--- src/rtl/arb_req_ctrl.sv ---
// Requester-side controller for a 3-channel fixed-priority, edge-detecting
// arbiter. Each channel queues jobs, raises a fresh request edge per job,
// waits for the matching grant pulse and retries after a timeout. A job is
// discarded once its retries run out.

module arb_req_chan #(
  parameter int TIMEOUT   = 4,
  parameter int MAX_RETRY = 3,
  parameter int PEND_W    = 4
) (
  input  logic              clk,
  input  logic              rstn,
  input  logic              job_i,
  input  logic              a_i,
  output logic              r_o,
  output logic              done_o,
  output logic              err_o,
  output logic [PEND_W-1:0] pend_o,
  output logic              busy_o,
  output logic              ovf_o
);
  localparam int TW = (TIMEOUT < 2) ? 1 : $clog2(TIMEOUT);
  localparam int RW = (MAX_RETRY < 1) ? 1 : $clog2(MAX_RETRY + 1);

  typedef enum logic [1:0] {S_IDLE, S_REQ, S_GAP} st_e;

  st_e               state_q, state_d;
  logic              r_q, r_d, done_q, done_d, err_q, err_d, ovf_q, ovf_d;
  logic [PEND_W-1:0] pend_q, pend_d;
  logic [TW-1:0]     timer_q, timer_d;
  logic [RW-1:0]     retry_q, retry_d;
  logic              in_req, timeout, dec;

  assign in_req  = (state_q == S_REQ);
  assign timeout = in_req && (timer_q == TW'(TIMEOUT - 1));

  // State and registered outputs; reset drops r at once and forgets queued jobs
  always_ff @(posedge clk or negedge rstn) begin
    if (!rstn) begin
      state_q <= S_IDLE;
      r_q     <= 1'b0;
      done_q  <= 1'b0;
      err_q   <= 1'b0;
      ovf_q   <= 1'b0;
      pend_q  <= '0;
      timer_q <= '0;
      retry_q <= '0;
    end else begin
      state_q <= state_d;
      r_q     <= r_d;
      done_q  <= done_d;
      err_q   <= err_d;
      ovf_q   <= ovf_d;
      pend_q  <= pend_d;
      timer_q <= timer_d;
      retry_q <= retry_d;
    end
  end

  // Next state: grant beats timeout; GAP always lasts exactly one cycle
  always_comb begin
    state_d = state_q;
    case (state_q)
      S_IDLE:  if (pend_q != '0) state_d = S_REQ;
      S_REQ:   if (a_i || timeout) state_d = S_GAP;
      S_GAP:   state_d = S_IDLE;
      default: state_d = S_IDLE;
    endcase
  end

  // Next values of the registered outputs, timer, retry count and pend counter
  always_comb begin
    r_d     = (state_d == S_REQ);
    done_d  = in_req && a_i;
    err_d   = timeout && !a_i && (retry_q == RW'(MAX_RETRY));
    dec     = done_d || err_d;
    timer_d = (in_req && !a_i && !timeout) ? timer_q + 1'b1 : '0;
    retry_d = retry_q;
    if (dec)                    retry_d = '0;
    else if (timeout && !a_i)   retry_d = retry_q + 1'b1;
    pend_d  = pend_q;
    ovf_d   = ovf_q;
    if (job_i && !dec) begin
      if (&pend_q) ovf_d  = 1'b1;
      else         pend_d = pend_q + 1'b1;
    end else if (!job_i && dec) begin
      pend_d = pend_q - 1'b1;
    end
  end

  assign r_o    = r_q;
  assign done_o = done_q;
  assign err_o  = err_q;
  assign pend_o = pend_q;
  assign ovf_o  = ovf_q;
  assign busy_o = (state_q != S_IDLE) || (pend_q != '0);
endmodule

module arb_req_ctrl #(
  parameter int TIMEOUT   = 4,
  parameter int MAX_RETRY = 3,
  parameter int PEND_W    = 4
) (
  input  logic              clk,
  input  logic              rstn,
  input  logic              job1,
  input  logic              job2,
  input  logic              job3,
  input  logic              a1,
  input  logic              a2,
  input  logic              a3,
  output logic              r1,
  output logic              r2,
  output logic              r3,
  output logic              done1,
  output logic              done2,
  output logic              done3,
  output logic              err1,
  output logic              err2,
  output logic              err3,
  output logic [PEND_W-1:0] pend1,
  output logic [PEND_W-1:0] pend2,
  output logic [PEND_W-1:0] pend3,
  output logic              busy,
  output logic              ovf
);
  localparam int NCH = 3;

  logic [NCH-1:0]             job_v, a_v, r_v, done_v, err_v, busy_v, ovf_v;
  logic [NCH-1:0][PEND_W-1:0] pend_v;

  assign job_v = {job3, job2, job1};
  assign a_v   = {a3, a2, a1};

  // Channels are fully independent; priority is resolved by the arbiter
  for (genvar g = 0; g < NCH; g++) begin : g_ch
    arb_req_chan #(.TIMEOUT(TIMEOUT), .MAX_RETRY(MAX_RETRY), .PEND_W(PEND_W)) u_ch (
      .clk    (clk),
      .rstn   (rstn),
      .job_i  (job_v[g]),
      .a_i    (a_v[g]),
      .r_o    (r_v[g]),
      .done_o (done_v[g]),
      .err_o  (err_v[g]),
      .pend_o (pend_v[g]),
      .busy_o (busy_v[g]),
      .ovf_o  (ovf_v[g])
    );
  end

  assign {r3, r2, r1}          = r_v;
  assign {done3, done2, done1} = done_v;
  assign {err3, err2, err1}    = err_v;
  assign pend1 = pend_v[0];
  assign pend2 = pend_v[1];
  assign pend3 = pend_v[2];
  assign busy  = |busy_v;
  assign ovf   = |ovf_v;
endmodule

--- config.mk ---
export PLATFORM = sky130hd
export DESIGN_NAME = arb_req_ctrl
export DESIGN_NICKNAME = d
export VERILOG_FILES = /design/src/rtl/arb_req_ctrl.sv
export SDC_FILE = /design/constraint.sdc
export NUM_CORES = 1
export LEC_CHECK = 0
export BUFFER_PORTS_ARGS = -buffer_cell sky130_fd_sc_hd__buf_2
export CAP_MARGIN = 30
export CELL_PAD_IN_SITES_DETAIL_PLACEMENT = 0
export CELL_PAD_IN_SITES_GLOBAL_PLACEMENT = 1
export CORE_MARGIN = 4
export CORE_UTILIZATION = 45
export DETAILED_ROUTE_END_ITERATION = 8
export PLACE_DENSITY = 0.76
export RECOVER_POWER = 50
export SETUP_SLACK_MARGIN = 0.02
export SKIP_LAST_GASP = 1
export SLEW_MARGIN = 10
export SYNTH_ARGS = -nofsm -noshare
export SYNTH_HDL_FRONTEND = slang
export SYNTH_SLANG_ARGS = --single-unit
--- constraint.sdc ---
create_clock -name clk -period 2.42 [get_ports clk]
set_clock_uncertainty 0.05 [all_clocks]
set_input_delay 0.363 -clock clk [delete_from_list [all_inputs] [get_ports clk]]
set_output_delay 0.363 -clock clk [all_outputs]
set_load 0.02 [all_outputs]
# [After elaboration in Yosys (flattened, before gate mapping)]
# Cells that the tools add are included.
[word_totals] ff_bits=42 output_inout_bits=23 elab_cells=149
[classes] n_addsub=12 n_eq_ne=15 muxes=27 reduce_logical=71
[op_table] op="2-to-1 mux 4 bit" count=9
[op_table] op="2-to-1 mux 2 bit" count=15
[op_table] op="logical AND 1 bit" count=24
[op_table] op="nonzero test 2 bit" count=9
[op_table] op="AND reduction 5 bit" count=3
[op_table] op="adder 2 x 1 -> 2 bit, second input constant" count=6
[op_table] op="adder 4 x 1 -> 4 bit, second input constant" count=3
[op_table] op="== test 2 x 1 -> 1 bit, second input constant" count=6
[op_table] op="== test 2 bit, second input constant" count=6
[op_table] op="logical NOT 1 bit" count=12
[op_table] op="one-hot mux 2 bit (2 select lines)" count=3
[op_table] op="AND reduction 4 bit" count=3
[op_table] op="nonzero test 4 bit" count=3
[op_table] op="subtractor 4 x 1 -> 4 bit, second input constant" count=3
[op_table] op="logical OR 1 bit" count=9
[op_table] op="logical NOT 2 bit" count=3
[op_table] op="!= test 2 bit, second input constant" count=3
[op_table] op="AND reduction 2 bit" count=3
[op_table] op="OR reduction 3 bit" count=2

# [Logic depth before layout (Yosys ltp)]
# Gate-level depths: netlist (run 1).
[logic_depth] depth_word=9 mapped_depth=8

# [Modules after synthesis]
# A second synthesis (run 1) with hierarchy kept.
[unflattened] cells_unflattened=189 hier_area_um2=2095.8
[modules_own_cells] module="arb_req_chan at g_ch[0].u_ch" n_inst=1 cells_per_inst=64 area_per_inst_um2=704.4 seq_area_each_um2=350.3
[modules_own_cells] module="arb_req_chan at g_ch[1].u_ch" n_inst=1 cells_per_inst=61 area_per_inst_um2=694.4 seq_area_each_um2=350.3
[modules_own_cells] module="arb_req_chan at g_ch[2].u_ch" n_inst=1 cells_per_inst=62 area_per_inst_um2=684.4 seq_area_each_um2=350.3
[modules_own_cells] module="arb_req_ctrl" n_inst=1 cells_per_inst=2 area_per_inst_um2=12.5 seq_area_each_um2=0.0

# [Worst setup path after synthesis (run 1)]
# OpenSTA, ideal clock, no wires.
[synth_path] path_kind="register to register" from="register g_ch[1].u_ch.retry_q[0]" to="register g_ch[1].u_ch.pend_q[3]" setup_ns=0.133 t_arrival_ns=2.000 required_time_ns=2.237 setup_slack_ns=0.238 stages_incl_launch_ff=9 path_buffers=0 synth_period_minus_slack_ns=2.182 cell_sequence="dfrtp_1 ha_1 a21oi_1 o21ai_2 ha_1 and3_1 a2111oi_2 a221oi_2 xor2_1"
[synth_via] elab_chain_cells=7 word_cells_on_any_way=10
[synth_lines] element="start: declaration" line="31" text="logic [RW-1:0] retry_q, retry_d;"
[synth_lines] element="start signal: assignment" line="56" text="retry_q <= retry_d;"
[synth_lines] element="== test 2 bit *" line="75" text="err_d = timeout && !a_i && (retry_q == RW'(MAX_RETRY));"
[synth_lines] element="logical AND 1 bit *" line="75"
[synth_lines] element="logical OR 1 bit *" line="76" text="dec = done_d || err_d;"
[synth_lines] element="logical NOT 1 bit" line="83" text="if (job_i && !dec) begin"
[synth_lines] element="logical AND 1 bit" line="83"
[synth_lines] element="!= test 2 bit (no line) / nonzero test 2 bit (equally long branches)"
[synth_lines] element="AND reduction 2 bit (no line)"
[synth_lines] element="end signal: assignment" line="54" text="pend_q <= pend_d;"
[synth_lines] element="end: declaration" line="29" text="logic [PEND_W-1:0] pend_q, pend_d;"
# Every way passes the cells marked *; elsewhere a longest branch is shown, timed or not.
# A chain may end at the register's enable or synchronous reset.

# [Final worst setup path (run 1)]
[layout_path] from="register g_ch[2].u_ch.retry_q[0]" to="register g_ch[2].u_ch.pend_q[3]"
[layout_via] elab_chain_cells=7 word_cells_on_any_way=10
[layout_lines] element="start: declaration" line="31"
[layout_lines] element="start signal: assignment" line="56"
[layout_lines] element="== test 2 bit *" line="75"
[layout_lines] element="logical AND 1 bit *" line="75"
[layout_lines] element="logical OR 1 bit *" line="76"
[layout_lines] element="logical NOT 1 bit" line="83"
[layout_lines] element="logical AND 1 bit" line="83"
[layout_lines] element="!= test 2 bit (no line) / nonzero test 2 bit (equally long branches)"
[layout_lines] element="AND reduction 2 bit (no line)"
[layout_lines] element="end signal: assignment" line="54"
[layout_lines] element="end: declaration" line="29"
# Marked as above.

==> results of run 1 <==
==> area by class of cell <==
class | instances | area, um2
fill | 441 | 2230
multi-input combinational | 145 | 1140
clock buffer | 8 | 110
timing repair buffer | 37 | 188
tap | 67 | 83.8
inverter | 11 | 41.3
sequential | 42 | 1050
==> power by group through the flow <==
stage	Clock (uW)	Combinational (uW)	Sequential, uW
after floorplan	0	1120	1390
after global placement	0	1580	1300
after detailed placement	0	1600	1300
after CTS	541	1610	1290
after global routing	577	1770	1340
final	519	1570	1290
==> synthesized netlist by cell type, types with 5 or more instances <==
cell,count
and3_1,6
buf_6,5
dfrtp_1,42
ha_1,12
inv_1,11
mux2i_1,5
nand2_1,6
nand2b_1,6
nand4_1,7
nor2_1,14
nor4_1,7
o21ai_0,11
xor2_1,9
==> worst paths after layout <==
check	cells after the start	endpoint	slack (ps)
worst min register to register	1	g_ch[1].u_ch.timer_q[0]$_DFF_PN0_	390
worst max register to register	8	g_ch[2].u_ch.pend_o[3]$_DFFE_PN0P_	160
worst max-delay path	8	g_ch[2].u_ch.pend_o[3]$_DFFE_PN0P_	160
worst min-delay path	2	g_ch[1].u_ch.err_o$_DFF_PN0_	270
min in group clk	2	g_ch[1].u_ch.err_o$_DFF_PN0_	290
max in group asynchronous	2	g_ch[0].u_ch.retry_q[0]$_DFFE_PN0P_	1410
==> cell families after synthesis <==
| kind of cell | count (synthesis) |
|---|---|
| AND/OR/NAND/NOR | 71 |
| XOR/XNOR | 10 |
| AO/OA/AOI/OAI | 43 |
| buffers and inverters | 18 |
| flip-flops | 42 |
| adder cells (fa/ha/maj) | 12 |
| multiplexers | 9 |
==> metrics by stage <==
| stage | instance area [um2] | hold WS (ps) | util, % | cells |
|---|---|---|---|---|
| 6_report | 2610 | 275 | 53.9 | 310 |
| 5_1_grt | 2610 | 291 | 53.9 | 310 |
| 4_1_cts | 2630 | 99.3 | 54.2 | 310 |
| 3_5_place_dp | 2520 | 386 | 51.9 | 302 |
| 3_3_place_gp | 2520 | 375 | 51.9 | 302 |
| 2_1_floorplan | 2300 | 17.4 | - | 205 |
==> timing repair <==
| action | 4_1_cts | 5_1_grt |
|---|---|---|
| setup buffers | 0 | 0 |
| setup endpoints to repair | 0 | 2 |
| hold buffers | 0 | 0 |
| resized for setup | 0 | 1 |
==> registers in the layout (all words and copies together), names as in the netlist <==
| signal | cells |
|---|---|
| g_ch.u_ch.pend_o | 12 |
| g_ch.u_ch.r_o | 3 |
| g_ch.u_ch.timer_q | 6 |
| g_ch.u_ch.state_q | 6 |
| g_ch.u_ch.retry_q | 6 |
| g_ch.u_ch.err_o | 3 |
| g_ch.u_ch.done_o | 3 |
| g_ch.u_ch.ovf_o | 3 |
==> placed cells by master, fill, tap and decap left out, types with 7 or more instances in the layout <==
cell	netlist	routed
nand4_1	7	7
nor4_1	7	7
nor2_1	14	14
ha_1	12	12
clkbuf_8	0	8
inv_1	11	11
buf_2	2	29
dfrtp_1	42	42
o21ai_0	11	11
xor2_1	9	9
==> routing by layer <==
metal	routed length, um	vias up	global-route usage [%]
met1	2060	795	21.6
met4	78	0	6.19
met2	1890	32	22.8
met3	160	7	3.05
li1	-	815	-
met5	0	-	0
==> worst reg2reg max path, cell delays in order (launching register included) <==
cell	delay [ps]
dfrtp_1	410
ha_1	260
a21oi_2	230
o21ai_2	130
ha_1	330
and3_1	160
a2111oi_2	360
a221oi_2	70
xor2_1	150
==> results.sh, run 1 <==
export IMPL_avgRoutedWirePerCell_um=13.5
export IMPL_clk_latency_ps=290
export IMPL_finalPower_uw=3370
export IMPL_routed_wirelength_mm=4.19
export IMPL_timing_critical_path_buf_inv=0
export IMPL_clock_sinks=42
export IMPL_worst_path_max_fanout=4
export IMPL_start_util_pct=47.4
export IMPL_run_status="finished clean"
export IMPL_layout_area_overhead_vs_synth_pct=13.7
export IMPL_place_worst_setup_slack_ps=122
export IMPL_dr_pass1_iters=4
export IMPL_p_per_area_nw_per_um2=1290
export IMPL_post_route_drc_count=0
export IMPL_synth_area_in_xor_xnor_pct=3.81
export IMPL_h_tree_depth_reported_by_cts=2
export IMPL_cts_root_buffer_cell="clkbuf_8"
export IMPL_grt_pass1_vias=1630
export IMPL_period_minus_slack_ps=2260
export IMPL_unrepaired_setup_endpoints_after_global_routing="false"
export IMPL_critPathRequiredTime_ps=2540
export IMPL_post_synth_mux_area_share_pct=4.79
export IMPL_core_region_area_um2=4850
export IMPL_yosys_most_used_dff="dfrtp_1"
export IMPL_grt_antenna_before_repair=0
export IMPL_synth_cell_type_count=39
export IMPL_crit_path_start_kind="register"
export IMPL_clkTransAtPathRegs_ps=80
export IMPL_die_w_um=79.5
export IMPL_final_max_slew_viol_count=0
export IMPL_most_frequent_cell_on_the_critical_path="ha_1"
export IMPL_library_cell_with_the_largest_summed_area_after_synthesis="dfrtp_1"
export IMPL_critPathArrivalTime_ps=2380
export IMPL_post_route_period_util_pct=93.5
export IMPL_cts_path_max_buffers=2
export IMPL_layout_setup_ws_ps=158
export IMPL_worstPathCellList="ha_1 -> a21oi_2 -> o21ai_2 -> ha_1 -> and3_1 -> a2111oi_2 -> a221oi_2 -> xor2_1"
export IMPL_number_of_antenna_cells_inserted=0
export IMPL_crit_path_top_delay_cell="dfrtp_1"
export IMPL_vias=1649
export IMPL_synthCells=205
export IMPL_ys_seq_elements=42
export IMPL_dieArea_um2=6320
export IMPL_fmax_mhz=442
export IMPL_worstSetupEndpointType="register"
export IMPL_grt_use_total_pct=15.3
export IMPL_synth_net_count=225
export IMPL_seq_area_frac_synth_pct=45.7
export IMPL_complex_gate_fraction_of_the_synthesized_area_pct=16.4
export IMPL_worst_r2r_startpoint="g_ch[2].u_ch.retry_q[0]$_DFFE_PN0P_"
export IMPL_setup_worst_path_start="g_ch[2].u_ch.retry_q[0]$_DFFE_PN0P_"
export IMPL_async_reset_ff_share_pct=100
export IMPL_drt_antenna_violating_nets=0
export IMPL_drv_max_cap_violation_count=0
export IMPL_ys_warn_count=0
export IMPL_nets=262
export IMPL_p_leak_uw=0.00120
export IMPL_avgSynthCellArea_um2=11.2
export IMPL_adder_cell_fraction_of_synth_area_pct=6.53
export IMPL_power_switching_share_pct=40.9
export IMPL_setup_violations_final=0
export IMPL_report_final_hold_viol_count=0
export IMPL_synth_top_cell_area_share_pct=45.7
export IMPL_synth_top_family_by_area="simple AND/OR/NAND/NOR gates"
export IMPL_fraction_of_layout_instances_using_a_drive_strength_above_1_pct=28.4
export IMPL_ys_top_cells_by_area="dfrtp_1 (46%), ha_1 (6.5%), xor2_1 (3.4%), mux2_4 (2.6%), buf_6 (2.4%)"
export IMPL_clkPwrFrac_pct=15.4
export IMPL_avgViaCountPerCell=5.32
export IMPL_post_synthesis_cell_area_um2=2300
export IMPL_grt_first_pass_wirelength_mm=7.61
export IMPL_simple_gate_fraction_of_synth_area_pct=18.1
export IMPL_grt_max_degree=43
export IMPL_setup_tns_final_ps=0
export IMPL_dpl_hpwl_mm=3.03
export IMPL_criticalPathCategory="reg -> reg"
export IMPL_worst_ir_drop_vdd_uv=691
export IMPL_synth_edf_count=0
export IMPL_power_report_internal_total_uw=1990
export IMPL_worst_slew_margin_rel_pct=31.2
export IMPL_cts_tree="yes"
export IMPL_p_sw_uw=1380
export IMPL_gpl_final_weighted_congestion=0.807
export IMPL_holdCritPathClass="in -> async"
export IMPL_tritoncts_num_buffers=5
export IMPL_power_share_combinational_pct=46.5
export IMPL_num_rows=25
export IMPL_design_portCount=31
export IMPL_die_height_um=79.5
export IMPL_overflow=0
export IMPL_cpPeakStageDelay_ps=410
export IMPL_sequentialPowerShare_pct=38.1
export IMPL_tightestPinTransition_ps=1030
export IMPL_placement_io_buffers=30
export IMPL_initialDrtViolationCount=75
export IMPL_critPathTopFamily="compound AO/OA/AOI/OAI gates"
No activity file was read; power rests on OpenSTA's default activity.
==> run 2, diff against run 1 <==
--- a/config.mk
+++ b/config.mk
@@ -12,7 +12,7 @@
 export CORE_MARGIN = 4
 export CORE_UTILIZATION = 45
 export DETAILED_ROUTE_END_ITERATION = 8
-export PLACE_DENSITY = 0.76
+export PLACE_DENSITY = 0.79
 export RECOVER_POWER = 50
 export SETUP_SLACK_MARGIN = 0.02
 export SKIP_LAST_GASP = 1
==> constraint.sdc (replaced) <==
create_clock -name clk -period 2.42 [get_ports clk]
set_clock_uncertainty 0.05 [all_clocks]
set_input_delay 0.363 -clock clk [delete_from_list [all_inputs] [get_ports clk]]
set_output_delay 0.363 -clock clk [all_outputs]
set_load 0.01 [all_outputs]
==> results.sh, run 2 (synthesized netlist as in run 1, its figures left out) <==
export IMPL_run_status="finished clean"
export IMPL_drv_max_cap_violation_count=0
export IMPL_num_rows=25
export IMPL_clk_latency_ps=300
export IMPL_power_share_combinational_pct=45.7
export IMPL_initialDrtViolationCount=75
export IMPL_final_max_slew_viol_count=0
export IMPL_die_w_um=79.5
export IMPL_dr_max_layer_used="met4"
export IMPL_drt_antenna_violating_nets=0
export IMPL_tritoncts_num_buffers=5
export IMPL_sequentialPowerShare_pct=40.0
export IMPL_layout_cells_most_common_list="dfrtp_1 (42), buf_2 (28), nor2_1 (14), ha_1 (12)"
export IMPL_critPathArrivalTime_ps=2400
export IMPL_power_report_internal_total_uw=1920
export IMPL_number_of_antenna_cells_inserted=0
export IMPL_grt_first_pass_wirelength_mm=7.82
export IMPL_clkTransAtPathRegs_ps=90
export IMPL_grt_use_total_pct=15.8
export IMPL_core_region_area_um2=4850
export IMPL_crit_path_top_delay_cell="dfrtp_1"
export IMPL_setup_tns_final_ps=0
export IMPL_dr_wl_met2_mm=1.90
export IMPL_most_frequent_cell_on_the_critical_path="ha_1"
export IMPL_setup_violations_final=0
export IMPL_largest_reg_flops=12
export IMPL_worst_hold_launch="a2"
export IMPL_overflow=0
export IMPL_period_minus_slack_ps=2280
export IMPL_p_per_area_nw_per_um2=1230
export IMPL_die_height_um=79.5
export IMPL_grt_pass1_vias=1636
export IMPL_final_common_cell="dfrtp_1"
export IMPL_worst_path_max_fanout=4
export IMPL_layout_area_overhead_vs_synth_pct=14.4
export IMPL_dr_pass1_iters=4
export IMPL_worst_ir_drop_vdd_uv=654
export IMPL_nets=265
export IMPL_routed_wirelength_mm=4.37
export IMPL_dpl_hpwl_mm=3.26
export IMPL_setup_worst_path_start="g_ch[2].u_ch.retry_q[0]$_DFFE_PN0P_"
export IMPL_worstPathCellList="ha_1 -> a21oi_2 -> o21ai_2 -> ha_1 -> and3_1 -> a2111oi_4 -> a221oi_2 -> xor2_1"
export IMPL_h_tree_depth_reported_by_cts=2
export IMPL_clock_sinks=42
export IMPL_grt_antenna_before_repair=0
export IMPL_p_leak_uw=0.00119
export IMPL_worstSetupEndpointType="register"
export IMPL_cts_root_buffer_cell="clkbuf_8"
export IMPL_cts_path_max_buffers=2
export IMPL_clkPwrFrac_pct=14.4
export IMPL_avgViaCountPerCell=5.14
export IMPL_fraction_of_layout_instances_using_a_drive_strength_above_1_pct=27.6
export IMPL_place_detailed_instances=304
export IMPL_final_cells=313
export IMPL_critPathRequiredTime_ps=2540
export IMPL_avgRoutedWirePerCell_um=14.0
export IMPL_cpPeakStageDelay_ps=410
export IMPL_critPathTopFamily="compound AO/OA/AOI/OAI gates"
export IMPL_dieArea_um2=6320
export IMPL_design_portCount=31
export IMPL_tightestPinTransition_ps=1000
export IMPL_timing_critical_path_buf_inv=0
export IMPL_post_route_drc_count=0
export IMPL_worst_slew_margin_rel_pct=33.3
export IMPL_wl_met1_mm=2.21
export IMPL_criticalPathCategory="reg -> reg"
export IMPL_report_final_hold_viol_count=0
export IMPL_start_util_pct=47.4
export IMPL_power_switching_share_pct=40.9
export IMPL_vias=1608
export IMPL_nFillCells=437
export IMPL_dr_wl_met3_um=201
export IMPL_crit_path_start_kind="register"
export IMPL_post_route_period_util_pct=94.1
export IMPL_grt_max_degree=20
export IMPL_p_sw_uw=1320
export IMPL_fmax_mhz=439
export IMPL_holdCritPathClass="in -> reg"
export IMPL_gpl_final_weighted_congestion=0.833
export IMPL_cts_tree="yes"
export IMPL_worst_r2r_startpoint="g_ch[2].u_ch.retry_q[0]$_DFFE_PN0P_"
export IMPL_unrepaired_setup_endpoints_after_global_routing="false"
export IMPL_placement_io_buffers=30
-- run 2: changes by cell type in the layout (fill, tap and decap cells not counted), sizes merged --
cell and delta:
clkbuf -1, clkinv +1, clkinvlp +1, dlygate4sd3 +1, inv +1
-- run 2: worst paths after layout --
check | to | slack, ps | depth (start not counted)
worst max-delay path | g_ch[2].u_ch.pend_o[3]$_DFFE_PN0P_ | 140 | 8
worst min-delay path | g_ch[1].u_ch.timer_q[0]$_DFF_PN0_ | 290 | 2
worst max register to register | g_ch[2].u_ch.pend_o[3]$_DFFE_PN0P_ | 140 | 8
worst min register to register | g_ch[0].u_ch.timer_q[0]$_DFF_PN0_ | 400 | 1
max in group asynchronous | g_ch[1].u_ch.state_q[0]$_DFF_PN0_ | 510 | 3
min in group asynchronous | g_ch[2].u_ch.err_o$_DFF_PN0_ | 510 | 2
-- run 2: repair_timing --
item / in CTS / in global routing
setup endpoints to repair: 0 / 2
gates resized for setup: 0 / 2
hold buffers: 1 / 0
setup buffers: 0 / 0
hold endpoints to repair: 9 / 0
-- run 2: layout make-up --
cell class | count | area, um2 | area share [%]
multi-input combinational | 145 | 1150 | 43.8
inverter | 11 | 41.3 | 1.57
clock inverter | 3 | 25.0 | 0.952
timing repair buffer | 40 | 206 | 7.85
tap | 67 | 83.8 | 3.19
clock buffer | 5 | 68.8 | 2.62
sequential | 42 | 1050 | 40.0
-- run 2: per-layer routing --
| metal | GRT usage (%) | up-vias |
|---|---|---|
| met5 | 0 | - |
| met4 | 4.64 | 0 |
| met3 | 4.29 | 6 |
| met2 | 24.0 | 29 |
| met1 | 21.9 | 741 |
| li1 | - | 832 |
-- run 2: stage by stage --
| stage | hold slack [ps] | utilization (%) | total power [uW] | instance area (um2) | setup slack (ps) |
|---|---|---|---|---|---|
| finish | 287 | 54.2 | 3240 | 2630 | 143 |
| global route | 285 | 54.2 | 3560 | 2630 | 2.25 |
| CTS | 264 | 54.4 | 3290 | 2640 | 99.2 |
| detailed placement | 193 | 52.3 | 2810 | 2530 | 140 |
| global placement | 195 | 52.3 | 2770 | 2530 | 187 |
| floorplan | 17.4 | - | 2400 | 2300 | 238 |
-- run 2: power groups by stage --
| stage | combinational, uW | sequential, uW | clock, uW |
|---|---|---|---|
| floorplan | 1120 | 1280 | 0 |
| global placement | 1470 | 1300 | 0 |
| detailed placement | 1500 | 1310 | 0 |
| CTS | 1510 | 1290 | 488 |
| global route | 1690 | 1360 | 514 |
| finish | 1480 | 1290 | 466 |
